## config.mk

```make
export PLATFORM = sky130hd
export DESIGN_NAME = ex_hazard_controller
export DESIGN_NICKNAME = d
export VERILOG_FILES = /design/src/rtl/ex_hazard_controller.sv
export SDC_FILE = /design/constraint.sdc
export NUM_CORES = 1
export LEC_CHECK = 0
export ABC_CLOCK_PERIOD_IN_PS = 2450
export BUFFER_PORTS_ARGS = -buffer_cell sky130_fd_sc_hd__clkbuf_2
export CAP_MARGIN = 5
export CORE_UTILIZATION = 40
export CTS_BUF_LIST = sky130_fd_sc_hd__clkbuf_2 sky130_fd_sc_hd__clkbuf_4 sky130_fd_sc_hd__clkbuf_8
export CTS_CLUSTER_SIZE = 40
export DETAILED_ROUTE_END_ITERATION = 7
export GPL_TIMING_DRIVEN = 1
export PLACE_DENSITY_LB_ADDON = 0.1
export SKIP_CTS_REPAIR_TIMING = 1
export SYNTH_ARGS = -nofsm -noshare
export SYNTH_HDL_FRONTEND = slang
export SYNTH_SLANG_ARGS = --single-unit
```

## constraint.sdc

```tcl
create_clock -name clk -period 2.45 [get_ports clk]
set_clock_uncertainty 0.2 [all_clocks]
set_input_delay 0.245 -clock clk [delete_from_list [all_inputs] [get_ports clk]]
set_output_delay 0.245 -clock clk [all_outputs]
set_load 0.005 [all_outputs]
```

## src/rtl/ex_hazard_controller.sv

```systemverilog
// ex_hazard_controller: hazard sequencing for the execute stage.
// Keeps a shadow scoreboard of EX/MEM/WB and drives ALU forwarding selects,
// load-use stall/bubble and taken-branch flushes.
// Build option: define HAZARD_FWD_EN for operand forwarding with a 1-cycle
// load-use stall; when undefined, forwarding is off and any RAW match stalls
// in RAW_WAIT until the producer has left the hazard window.
module ex_hazard_controller #(
  parameter bit RF_WRITE_THROUGH = 1'b1
) (
  input  logic       clk,
  input  logic       rst,
  input  logic       id_valid,
  input  logic [4:0] id_rs,
  input  logic [4:0] id_rt,
  input  logic       id_uses_rs,
  input  logic       id_uses_rt,
  input  logic       id_RegWrite,
  input  logic       id_MemRead,
  input  logic       id_branch,
  input  logic [4:0] id_dest,
  input  logic       mem_branch_taken,
  output logic       stall,
  output logic       bubble_idex,
  output logic       flush_ifid,
  output logic       flush_idex,
  output logic       flush_exmem,
  output logic [1:0] fwd_a,
  output logic [1:0] fwd_b,
  output logic       busy
);

  typedef struct packed {
    logic       valid;
    logic       reg_write;
    logic       mem_read;
    logic [4:0] dest;
    logic [4:0] rs;
    logic [4:0] rt;
    logic       uses_rs;
    logic       uses_rt;
  } slot_t;

  localparam logic [1:0] RUN        = 2'd0;
  localparam logic [1:0] LOAD_STALL = 2'd1;
  localparam logic [1:0] BR_FLUSH   = 2'd2;
`ifndef HAZARD_FWD_EN
  localparam logic [1:0] RAW_WAIT   = 2'd3;
`endif

  slot_t      ex_q, ex_d, mem_q, mem_d, wb_q, wb_d;
  logic [1:0] state_q, state_d;
`ifndef HAZARD_FWD_EN
  logic [1:0] cnt_q, cnt_d;
  logic [1:0] raw_len;
`endif

  logic ex_prod, mem_prod, wb_prod;
  logic hit_ex, hit_mem, hit_wb;
  logic unused_ok;

  // Producer qualification and ID-source matches against each slot
  always_comb begin
    ex_prod  = ex_q.valid  & ex_q.reg_write  & (ex_q.dest  != 5'd0);
    mem_prod = mem_q.valid & mem_q.reg_write & (mem_q.dest != 5'd0);
    wb_prod  = wb_q.valid  & wb_q.reg_write  & (wb_q.dest  != 5'd0);
    hit_ex   = id_valid & ex_prod &
               ((id_uses_rs & (id_rs == ex_q.dest)) | (id_uses_rt & (id_rt == ex_q.dest)));
    hit_mem  = id_valid & mem_prod &
               ((id_uses_rs & (id_rs == mem_q.dest)) | (id_uses_rt & (id_rt == mem_q.dest)));
    hit_wb   = id_valid & wb_prod &
               ((id_uses_rs & (id_rs == wb_q.dest)) | (id_uses_rt & (id_rt == wb_q.dest)));
  end

  // Outputs and next state; a taken branch overrides any stall
  always_comb begin
    stall       = 1'b0;
    bubble_idex = 1'b0;
    flush_ifid  = 1'b0;
    flush_idex  = 1'b0;
    flush_exmem = 1'b0;
    fwd_a       = 2'b00;
    fwd_b       = 2'b00;
    busy        = 1'b0;
    state_d     = state_q;
`ifndef HAZARD_FWD_EN
    cnt_d       = cnt_q;
    // Stall cycles left until the youngest matching producer exits the window
    if (hit_ex)       raw_len = RF_WRITE_THROUGH ? 2'd2 : 2'd3;
    else if (hit_mem) raw_len = RF_WRITE_THROUGH ? 2'd1 : 2'd2;
    else              raw_len = 2'd1;
`endif
    if (!rst) begin
      busy = (state_q != RUN);
`ifdef HAZARD_FWD_EN
      if (ex_q.valid) begin
        if (mem_prod && (mem_q.dest == ex_q.rs))     fwd_a = 2'b10;
        else if (wb_prod && (wb_q.dest == ex_q.rs))  fwd_a = 2'b01;
        if (mem_prod && (mem_q.dest == ex_q.rt))     fwd_b = 2'b10;
        else if (wb_prod && (wb_q.dest == ex_q.rt))  fwd_b = 2'b01;
      end
`endif
      case (state_q)
        RUN: begin
`ifdef HAZARD_FWD_EN
          if (hit_ex && ex_q.mem_read) begin
            stall       = 1'b1;
            bubble_idex = 1'b1;
            state_d     = LOAD_STALL;
          end
`else
          if (hit_ex || hit_mem || (!RF_WRITE_THROUGH && hit_wb)) begin
            stall       = 1'b1;
            bubble_idex = 1'b1;
            if (raw_len > 2'd1) begin
              state_d = RAW_WAIT;
              cnt_d   = raw_len - 2'd1;
            end
          end
`endif
        end
        LOAD_STALL: state_d = RUN;
        BR_FLUSH:   state_d = RUN;
`ifndef HAZARD_FWD_EN
        RAW_WAIT: begin
          stall       = 1'b1;
          bubble_idex = 1'b1;
          cnt_d       = cnt_q - 2'd1;
          if (cnt_q == 2'd1) state_d = RUN;
        end
`endif
        default: state_d = RUN;
      endcase
      if (mem_branch_taken) begin
        stall       = 1'b0;
        bubble_idex = 1'b0;
        flush_ifid  = 1'b1;
        flush_idex  = 1'b1;
        flush_exmem = 1'b1;
        state_d     = BR_FLUSH;
      end
    end
  end

  // Scoreboard advance: bubble or flush empties EX, flush also empties MEM
  always_comb begin
    wb_d  = mem_q;
    mem_d = flush_exmem ? '0 : ex_q;
    ex_d  = '0;
    if (!(bubble_idex || flush_idex)) begin
      ex_d.valid     = id_valid;
      ex_d.reg_write = id_RegWrite;
      ex_d.mem_read  = id_MemRead;
      ex_d.dest      = id_dest;
      ex_d.rs        = id_rs;
      ex_d.rt        = id_rt;
      ex_d.uses_rs   = id_uses_rs;
      ex_d.uses_rt   = id_uses_rt;
    end
  end

  // State and scoreboard registers with synchronous reset
  always_ff @(posedge clk) begin
    if (rst) begin
      ex_q    <= '0;
      mem_q   <= '0;
      wb_q    <= '0;
      state_q <= RUN;
`ifndef HAZARD_FWD_EN
      cnt_q   <= '0;
`endif
    end else begin
      ex_q    <= ex_d;
      mem_q   <= mem_d;
      wb_q    <= wb_d;
      state_q <= state_d;
`ifndef HAZARD_FWD_EN
      cnt_q   <= cnt_d;
`endif
    end
  end

  // Scoreboard fields and inputs not consumed in every build variant
  assign unused_ok = ^{ex_q, mem_q, wb_q, id_branch, hit_mem, hit_wb, RF_WRITE_THROUGH};

endmodule

```

Word level (Yosys, flattened, before mapping)
Index checks and enable logic that the tools add are counted.

storage, ports and cells
  output and inout port bits = 10
  bits in registers = 18

cells by class
  equal/unequal tests = 14
  add/sub/neg operators = 2
  order comparisons = 1
  bitwise logic cells = 14
  reductions and logical operators = 14
  mux-type cells = 16

operators with widths
  kind                                                            number
  == test 5 bit                                                   4
  two-way mux 2 bit                                               7
  bitwise AND 1 bit                                               12
  nonzero test 5 bit                                              2
  != test 3 bit (second input constant)                           3
  AND reduction 3 bit                                             3
  OR reduction 2 bit                                              4
  two-way mux 1 bit                                               6
  != test 2 bit (second input constant)                           3
  one-hot mux 2 bit (3 select lines)                              1
  == test 2 x 1 -> 1 bit (second input constant)                  2
  == test 2 bit (second input constant)                           2
  one-hot mux 2 bit (2 select lines)                              1
  nonzero test 2 bit                                              2
  subtractor 2 x 1 -> 2 bit (second input constant)               2
  greater-than comparator 2 x 1 -> 1 bit (second input constant)  1
  zero test 2 bit                                                 1
  logical OR 1 bit                                                2
  OR 1 bit                                                        2
  one-hot mux 1 bit (2 select lines)                              1

Depth between registers and ports, before layout
Gate-level depths: netlist of the first run.

  depth in word-level cells = 11
  depth in mapped cells = 8
  gate-level depth less buffers = 7

Worst setup path before layout of the first run
Ideal clock, no wire load.

  path kind = register -> output
  start point = register state_q[0]
  end point = output stall
  path slack = 0.148 ns
  cell stages (with the launch flop) = 8
  path buffers = 1
  data arrival time = 1.857 ns
  cells stage by stage = dfxtp_1 inv_1 ha_1 nor4_4 o21ai_2 o31ai_4 a21o_1 buf_4

between the ends
  word-level cells in the longest chain between the ends = 4
  elaborated cells between the ends (all ways) = 5
  those cells by class = eq/ne (1); mux (3); reduce/logical (1)

ends and longest elaborated chain
  element                                                  RTL line  source
  start, declared                                          51        logic [1:0] state_q, state_d;
  start signal, assigned                                   175       state_q <= state_d;
  == test 2 bit / zero test 2 bit (equally long branches)  -
  one-hot mux 1 bit (2 select lines) *                     -
  two-way mux 1 bit * (2 in series)                        -
  end, declared                                            22        output logic stall,

Every way passes the cells marked *; elsewhere a longest branch is shown, timed or not.

Worst setup path after layout of the first run
  start point = register state_q[0]
  end point = output bubble_idex

between the ends
  word-level cells in the longest chain between the ends = 4
  elaborated cells between the ends (all ways) = 5
  those cells by class = eq/ne (1); mux (3); reduce/logical (1)

ends and longest elaborated chain
  element                                                  RTL line  source
  == test 2 bit / zero test 2 bit (equally long branches)  102       case (state_q)
  one-hot mux 1 bit (2 select lines) *                     102
  two-way mux 1 bit *                                      133       if (mem_branch_taken) begin
  two-way mux 1 bit *                                      92        if (!rst) begin
  end, declared                                            23        output logic bubble_idex,

Marked as above.

==> results of run 1 <==
-- kinds of logic after synthesis --
kind of cell	share of synthesized area [%]
compound gates	15.5
flops	33.6
fa+ha+maj	3.50
buf+inv	8.87
mux	0.934
simple gates	20.9
other cells	0.350
xor+xnor	16.3
-- metal layers --
layer	routed length [um]	vias up	track usage [%]
met5	0	-	0
met4	21	0	7.89
met3	82	4	1.69
met2	1120	23	31.3
met1	1070	439	22.1
li1	-	480	-
-- placed cells by master (no fill, tap or decap), types with 2 or more instances in the layout --
cell,netlist,layout
clkbuf_2,0,27
dfxtp_1,18,16
xnor2_1,12,12
nand2_1,11,11
and2_1,9,9
xor2_1,8,8
a211oi_1,7,7
dlygate4sd3_1,0,7
inv_1,6,6
nor2_1,6,6
nand3_1,4,4
conb_1,1,4
nand4_1,3,3
a21oi_1,3,3
clkbuf_4,0,3
buf_4,7,3
nor3_1,2,2
nor4_1,2,2
dfxtp_2,0,2
-- worst max path at each step --
stage,start,endpoint,cells after the start
floorplan,state_q[0],stall,7
global placement,state_q[0],bubble_idex,8
detailed placement,state_q[0],bubble_idex,8
CTS,state_q[0],bubble_idex,8
global route,ex_q[13],bubble_idex,6
finish,state_q[0],bubble_idex,7
-- synthesized netlist by cell type (2+ instances only) --
cell type  count
nand3_1        4
xnor2_1       12
nor2_1         6
inv_1          6
nand4_1        3
a21oi_1        3
ha_1           3
a211oi_1       7
buf_4          7
nor4_1         2
nand2_1       11
dfxtp_1       18
xor2_1         8
nor3_1         2
and2_1         9
-- final cells by class --
cell class                      instances  area [sq um]
Tap cell                               30          37.5
Inverter                                6          22.5
Timing Repair Buffer                   38           239
Multi-Input combinational cell         90           643
Clock buffer                            4          36.3
Fill cell                             247          1160
Sequential cell                        18           363
-- tightest hold or removal path: stages --
cell and delay (ns):
clkbuf_2 0.12, inv_1 0.09, a31oi_1 0.08
-- stage by stage --
step           instances  instance area (sq um)  setup slack (ns)  hold slack, ns
2_1_floorplan        124                   1080             0.148           0.166
3_3_place_gp         175                   1210             0.390           0.240
3_5_place_dp         175                   1210             0.351           0.248
4_1_cts              179                   1250           0.00160         -0.0581
5_1_grt              186                   1340         -0.000200          0.0535
6_report             186                   1340             0.122          0.0582
-- power breakdown --
group | total [mW] | internal [mW] | switching [mW]
sequential | 0.311 | 0.302 | 0.00855
clock | 0.185 | 0.0905 | 0.0947
combinational | 0.107 | 0.0575 | 0.0499
total | 0.603 | 0.450 | 0.153
-- registers in the layout, summed over array words and instances (netlist names) --
name / flops
cnt_q: 2
mem_q: 7
ex_q: 7
state_q: 2
==> impl_metrics.env, run 1 <==
export IMPL_path_delay_family="compound AO/OA/AOI/OAI gates"
export IMPL_final_util_pct=53.7
export IMPL_report_final_slew_viol_count=0
export IMPL_finalSetupViolations=0
export IMPL_avgSynthCellArea_sq_um=8.86
export IMPL_antenna_found_initial=0
export IMPL_grt_pass1_wl_um=3700
export IMPL_synth_edff_count=0
export IMPL_yosysWarnings=0
export IMPL_cp_arrival_ns=1.88
export IMPL_drtIter0Drc=11
export IMPL_cts_buffers=3
export IMPL_synth_top_flop_cell="dfxtp_1"
export IMPL_critPathRequiredTime_ns=2.01
export IMPL_cts_sinks=18
export IMPL_die_y_um=53.8
export IMPL_worst_path_buf_inv=2
export IMPL_grt_max_degree=16
export IMPL_critPathKind="reg -> out"
export IMPL_synthToLayoutAreaGrowth_pct=25.1
export IMPL_crit_path_end_kind="primary output"
export IMPL_htree_levels=1
export IMPL_ff2ff_setup_slack_ns=0.55
export IMPL_track_usage_pct=18.0
export IMPL_slowest_delay_ns=0.34
export IMPL_syn_inst=121
export IMPL_path_cells="inv_1, ha_4, nor4_4, o21ai_2, o31ai_4, a21o_1, clkbuf_2"
export IMPL_yosys_cell_types_count=35
export IMPL_leakage_nw=0.582
export IMPL_reg2regPathDepth=7
export IMPL_maxCapViolCount=0
export IMPL_yosysSeqAreaShare_pct=33.6
export IMPL_setup_tns_ns=0
export IMPL_synth_seq_cells=18
export IMPL_core_area_sq_um=2500
export IMPL_portBuffers=27
export IMPL_route_detailed_drc=0
export IMPL_grt_overflow=0
export IMPL_yosysTopAreaCell="dfxtp_1"
export IMPL_final_nets=184
export IMPL_clkTransAtPathRegs_ns=0.11
export IMPL_ant_nets=0
export IMPL_die_w_um=53.8
export IMPL_row_count=18
export IMPL_timing_fmax_ghz=0.430
export IMPL_vias=946
export IMPL_yosys_area_top_type_share_pct=33.6
export IMPL_worstSkewPairLatency_ns=0.29
export IMPL_worstHoldStart="mem_branch_taken"
export IMPL_outcome="completed"
export IMPL_hold_end="state_q[1]"
export IMPL_hp_class="in -> reg"
export IMPL_grt_pass1_vias=869
export IMPL_ioPinCount=34
export IMPL_async_flop_share_pct=0
export IMPL_cpMaxStageDelayCell="dfxtp_2"
export IMPL_power_density_nw_per_um2=450
export IMPL_fin_crit_sh_pct=95.0
export IMPL_fin_crit_ns=2.33
export IMPL_rr_startpoint="state_q[0]"
export IMPL_place_hpwl_um=1780
export IMPL_path_max_fanout=2
export IMPL_antenna_cells=0
export IMPL_fp_dieArea_sq_um=2890
export IMPL_cts_root_buf="clkbuf_4"
export IMPL_cts_tree="built"
export IMPL_drive_above_1_share_pct=27.6
export IMPL_peakVddDrop_uv=249
export IMPL_clock_path_buffers=2
export IMPL_whs_path_depth=3
export IMPL_dr_pass1_iters=4
export IMPL_hold_viol_final=0
export IMPL_syn_cell_area_sq_um=1070
export IMPL_totalWireLength_um=2300
export IMPL_crit_path_start_kind="flip-flop"
export IMPL_gp_congestion=0.800
export IMPL_total_power_mw=0.603
export IMPL_viasPerCell=5.09
export IMPL_start_util_pct=42.9
export IMPL_ys_top_cells_by_area="dfxtp_1, xnor2_1, xor2_1"
export IMPL_rr_endpoint="ex_q[12]"
export IMPL_drt_wirelength_per_cell_um=12.3
No activity file was read; power rests on OpenSTA's default activity.
==> run 2: changes to the inputs <==
ABC_CLOCK_PERIOD_IN_PS = default   (was 2450)
SETUP_SLACK_MARGIN = 0.3   (was default)
clock period = 2 ns   (was 2.45 ns; I/O delays follow)
==> run 2 against run 1 <==
Critical path depth stayed put; via count is 0.63% higher; utilization is 3.8 points higher; routed wire length is 2.6% higher; sequential cell count stayed put; non-clock buffer count is 4 higher; sequential power is 23% higher; the run now ends with setup timing left; worst setup slack worse by 0.34 ns.
==> impl_metrics.env, run 2 (synthesis results as in run 1) <==
export IMPL_worstSkewPairLatency_ns=0.29
export IMPL_hp_class="in -> reg"
export IMPL_fp_dieArea_sq_um=2890
export IMPL_portBuffers=27
export IMPL_vias=952
export IMPL_power_density_nw_per_um2=518
export IMPL_htree_levels=1
export IMPL_gp_congestion=0.778
export IMPL_die_y_um=53.8
export IMPL_final_util_pct=57.5
export IMPL_drtIter0Drc=13
export IMPL_final_nets=188
export IMPL_rsz0062_at_grt="yes"
export IMPL_dr_pass1_iters=4
export IMPL_drt_wirelength_per_cell_um=12.4
export IMPL_clkTransAtPathRegs_ns=0.11
export IMPL_path_cells="inv_2, ha_4, nor4_4, o21ai_2, o31ai_4, a21o_1, clkbuf_2"
export IMPL_ioPinCount=34
export IMPL_grt_max_degree=16
export IMPL_drive_above_1_share_pct=38.8
export IMPL_viasPerCell=5.01
export IMPL_clock_path_buffers=2
export IMPL_design_area_sq_um=1440
export IMPL_post_place_ws_ns=0.0970
export IMPL_cts_tree="built"
export IMPL_path_max_fanout=2
export IMPL_outcome="finished with violations"
export IMPL_place_area_sq_um=1230
export IMPL_core_area_sq_um=2500
export IMPL_crit_path_start_kind="flip-flop"
export IMPL_grt_pass1_wl_um=3520
export IMPL_antenna_found_initial=0
export IMPL_layout_common_cells="clkbuf_2, dfxtp_1, nand2_1"
export IMPL_place_hpwl_um=1780
export IMPL_synthToLayoutAreaGrowth_pct=34.0
export IMPL_cp_arrival_ns=1.82
export IMPL_final_common_cell="clkbuf_2"
export IMPL_ant_nets=0
export IMPL_track_usage_pct=17.2
export IMPL_setup_ws_ns=-0.217
export IMPL_grt_overflow=0
export IMPL_top_usage_layer="met2"
export IMPL_slowest_delay_ns=0.35
export IMPL_antenna_cells=0
export IMPL_violations="setup timing"
export IMPL_maxCapViolCount=0
export IMPL_cts_sinks=18
export IMPL_row_count=18
export IMPL_peakVddDrop_uv=326
export IMPL_grt_pass1_vias=846
export IMPL_cts_buffers=3
export IMPL_crit_path_end_kind="primary output"
export IMPL_critPathRequiredTime_ns=1.60
export IMPL_grtUsageMet2_pct=29.8
export IMPL_critPathKind="reg -> out"
export IMPL_grt_util_met1_pct=21.4
export IMPL_report_final_slew_viol_count=0
export IMPL_route_detailed_drc=0
export IMPL_leakage_nw=0.621
export IMPL_num_fill_cells=243
export IMPL_use_met3_pct=2.82
export IMPL_totalWireLength_um=2360
export IMPL_timing_fmax_ghz=0.451
export IMPL_fin_crit_ns=2.22
export IMPL_start_util_pct=42.9
export IMPL_total_power_mw=0.744
export IMPL_top_regs="ex_q: 7 flops, mem_q: 7 flops"
export IMPL_hold_viol_final=0
export IMPL_die_w_um=53.8
export IMPL_cpMaxStageDelayCell="dfxtp_2"
export IMPL_cts_root_buf="clkbuf_4"
export IMPL_fin_crit_sh_pct=111
export IMPL_finalSetupViolations=2
==> run 2: cell count changes in the layout (fill, tap and decap cells not counted), moves of 3 or more <==
| cell | previous run | this run |
|---|---|---|
| a211oi_1 | 7 | 3 |
| a211oi_2 | 0 | 4 |
| dfxtp_1 | 16 | 12 |
| buf_4 | 3 | 6 |
| xnor2_1 | 12 | 9 |
| xnor2_2 | 0 | 3 |
==> run 2: routing by layer <==
layer | vias to the layer above | part of all wire, %
met2 | 26 | 50
met4 | 0 | 0.55
met3 | 2 | 3.7
met5 | - | 0
met1 | 434 | 46
li1 | 490 | -
==> run 2: path summary, 6_finish.rpt <==
kind                                        from          to  slack [ns]  cells past startpoint
worst max register to register        state_q[0]    ex_q[15]        0.08                      8
worst max-delay path                  state_q[0]       stall       -0.22                      7
worst min-delay path            mem_branch_taken  state_q[1]        0.04                      3
worst min register to register          ex_q[18]   mem_q[18]        0.27                      1
==> run 2: critical path, delay by kind of cell, from the launching register on <==
kind            cells  cell delay (ns)
simple gates        1             0.27
buf+inv             2             0.16
fa+ha+maj           1             0.23
flops               1             0.35
compound gates      3             0.51
==> run 2: final cells by class <==
class	count	area [sq um]	share of cell area, %
timing repair buffer	42	273	19.0
inverter	6	22.5	1.57
sequential	18	373	26.0
clock buffer	4	36.3	2.53
multi-input combinational	90	694	48.3
tap	30	37.5	2.61
==> run 2: metrics by stage <==
step           TNS, ns  std cells  hold slack (ns)
6_report        -0.430        190           0.0356
5_1_grt         -0.656        190           0.0565
4_1_cts         -0.505        180          -0.0973
3_5_place_dp         0        176            0.219
3_3_place_gp         0        176            0.215
2_1_floorplan   -0.186        124            0.126
==> run 2: report_power, final <==
group | total [mW] | switching [mW] | internal, mW | leakage [nW]
registers | 0.381 | 0.0117 | 0.369 | 0.150
logic | 0.143 | 0.0653 | 0.0772 | 0.450
clock network | 0.221 | 0.110 | 0.111 | 0.0210
total | 0.744 | 0.188 | 0.557 | 0.621
==> run 3: changes to the inputs <==
ABC_AREA = 1   (was default)
CORE_MARGIN = 5   (was default)
clock period = 2.8 ns   (was 2 ns; I/O delays follow)
==> run 3 against run 2 <==
Critical path type unchanged; sequential cell count is the same; highest routed layer unchanged; largest power group unchanged; combinational power shrank 34%; synthesized cell count grew 52%; the flow now finishes without violations; clock-buffer cell count is the same; total power shrank 30%; via count grew 14%.
==> impl_metrics.env, run 3 <==
export IMPL_synth_top_family_by_area="simple AND/OR/NAND/NOR gates"
export IMPL_layout_common_cells="nand2_1, inv_1, nor2_1"
export IMPL_track_usage_pct=12.2
export IMPL_grt_max_degree=11
export IMPL_synth_compound_area_share_pct=5.20
export IMPL_grt_pass1_wl_um=4060
export IMPL_ioPinCount=34
export IMPL_power_density_nw_per_um2=383
export IMPL_synth_area_mux_share_pct=0
export IMPL_grt_pass1_vias=1022
export IMPL_yosys_area_top_type_share_pct=31.9
export IMPL_clkTransAtPathRegs_ns=0.10
export IMPL_drt_wirelength_per_cell_um=9.95
export IMPL_dr_pass1_iters=4
export IMPL_synthToLayoutAreaGrowth_pct=20.2
export IMPL_leakage_nw=0.771
export IMPL_core_area_sq_um=2730
export IMPL_antenna_cells=0
export IMPL_yosys_top_cells_count="nand2_1, inv_1, nor2_1"
export IMPL_syn_inst=184
export IMPL_finalSetupViolations=0
export IMPL_syn_cell_area_sq_um=1130
export IMPL_yosysMostFrequentCell="nand2_1"
export IMPL_portBuffers=27
export IMPL_crit_path_end_kind="primary output"
export IMPL_peakVddDrop_uv=259
export IMPL_outcome="completed"
export IMPL_dp_cells=238
export IMPL_antenna_found_initial=0
export IMPL_vias=1088
export IMPL_yosysTopAreaCell="dfxtp_1"
export IMPL_synth_xor_area_share_pct=1.55
export IMPL_cts_root_buf="clkbuf_4"
export IMPL_die_w_um=63.2
export IMPL_synth_top_flop_cell="dfxtp_1"
export IMPL_grt_overflow=0
export IMPL_critPathKind="reg -> out"
export IMPL_rsz0062_at_grt="no"
export IMPL_place_hpwl_um=2020
export IMPL_start_util_pct=41.4
export IMPL_yosysSeqAreaShare_pct=31.9
export IMPL_hp_class="in -> reg"
export IMPL_yosys_area_share_simple_pct=40.2
export IMPL_synthAdderAreaFrac_pct=3.32
export IMPL_async_flop_share_pct=0
export IMPL_whs_ns=0.0276
export IMPL_fin_crit_ns=2.02
export IMPL_report_final_slew_viol_count=0
export IMPL_clock_path_buffers=2
export IMPL_avgSynthCellArea_sq_um=6.15
export IMPL_route_detailed_drc=0
export IMPL_htree_levels=1
export IMPL_yosysWarnings=0
export IMPL_maxCapViolCount=0
export IMPL_synth_edff_count=0
export IMPL_place_area_sq_um=1260
export IMPL_drive_above_1_share_pct=22.6
export IMPL_setup_tns_ns=0
export IMPL_cts_buffers=3
export IMPL_critPathRequiredTime_ns=2.32
export IMPL_hold_viol_final=0
export IMPL_crit_path_start_kind="flip-flop"
export IMPL_ys_top_cells_by_area="dfxtp_1, nand2_1, inv_1"
export IMPL_worstSkewPairLatency_ns=0.29
export IMPL_design_area_sq_um=1360
export IMPL_cts_sinks=18
export IMPL_timing_fmax_ghz=0.495
export IMPL_totalWireLength_um=2470
export IMPL_drtIter0Drc=27
export IMPL_final_common_cell="nand2_1"
export IMPL_cp_arrival_ns=1.54
export IMPL_gp_congestion=0.919
export IMPL_fin_crit_sh_pct=72.2
export IMPL_fp_dieArea_sq_um=3990
export IMPL_die_y_um=63.2
export IMPL_top_regs="ex_q: 7 flops, mem_q: 7 flops"
export IMPL_final_nets=245
export IMPL_yosys_cell_types_count=22
export IMPL_layout_cells_non_filler=248
export IMPL_row_count=19
export IMPL_ant_nets=0
export IMPL_cts_tree="built"
export IMPL_path_max_fanout=4
export IMPL_viasPerCell=4.39
export IMPL_synth_seq_cells=18
-- run 3: cell count changes after synthesis, moves of 6 or more --
cell and delta:
inv_1 +28, nand2_1 +37, and2_1 -9, xnor2_1 -12
nor2_1 +27, a211oi_1 -7, xor2_1 -6
-- run 3: layer usage --
metal  vias up  track usage, %  wire length, um
met2        29            20.5             1150
met4         0            6.23               67
met5         -               0                0
li1        596               -                -
met3         8            3.02              158
met1       455            14.1             1090
-- run 3: critical path: stages, from the launching register on --
cell      delay [ns]
dfxtp_1         0.39
inv_2           0.07
nand2_1         0.06
nand2_1         0.05
nor2_1          0.11
nand3_1         0.10
nand2_2         0.08
nand2_2         0.07
nand3_2         0.08
nand2_2         0.07
inv_1           0.07
clkbuf_2        0.11
-- run 3: final cells by class --
class / instances / area [sq um]
Fill cell: 288 / 1370
Multi-Input combinational cell: 123 / 583
Clock buffer: 4 / 36.3
Inverter: 39 / 146
Tap cell: 31 / 38.8
Timing Repair Buffer: 33 / 195
Sequential cell: 18 / 360
-- run 3: final timing paths --
check | from | end | slack, ns | cells past startpoint
worst max register to register | state_q[1] | state_q[1] | 1.24 | 7
worst min-delay path | rst | cnt_q[1] | 0.03 | 2
worst min register to register | ex_q[18] | mem_q[18] | 0.25 | 2
worst max-delay path | ex_q[15] | stall | 0.78 | 11
-- run 3: cells by family after synthesis --
logic type	count (synthesis)
and+or+nand+nor	103
buffers and inverters	46
DFF	18
AOI/OAI and AO/OA	11
adders and majority gates	3
xor gates and xnor gates	2
other	1
-- run 3: where the power goes --
group / leakage [nW] / switching (mW) / internal [mW]
Clock: 0.0210 / 0.0783 / 0.0791
Sequential: 0.147 / 0.00546 / 0.264
Combinational: 0.603 / 0.0533 / 0.0407
-- run 3: metrics by stage --
step,setup slack (ns),utilization [%],power [mW]
finish,0.780,49.7,0.521
detailed placement,1.06,46.2,0.363
global placement,1.07,46.2,0.361
global route,0.573,49.7,0.551
floorplan,1.20,-,0.334
CTS,0.747,47.6,0.521
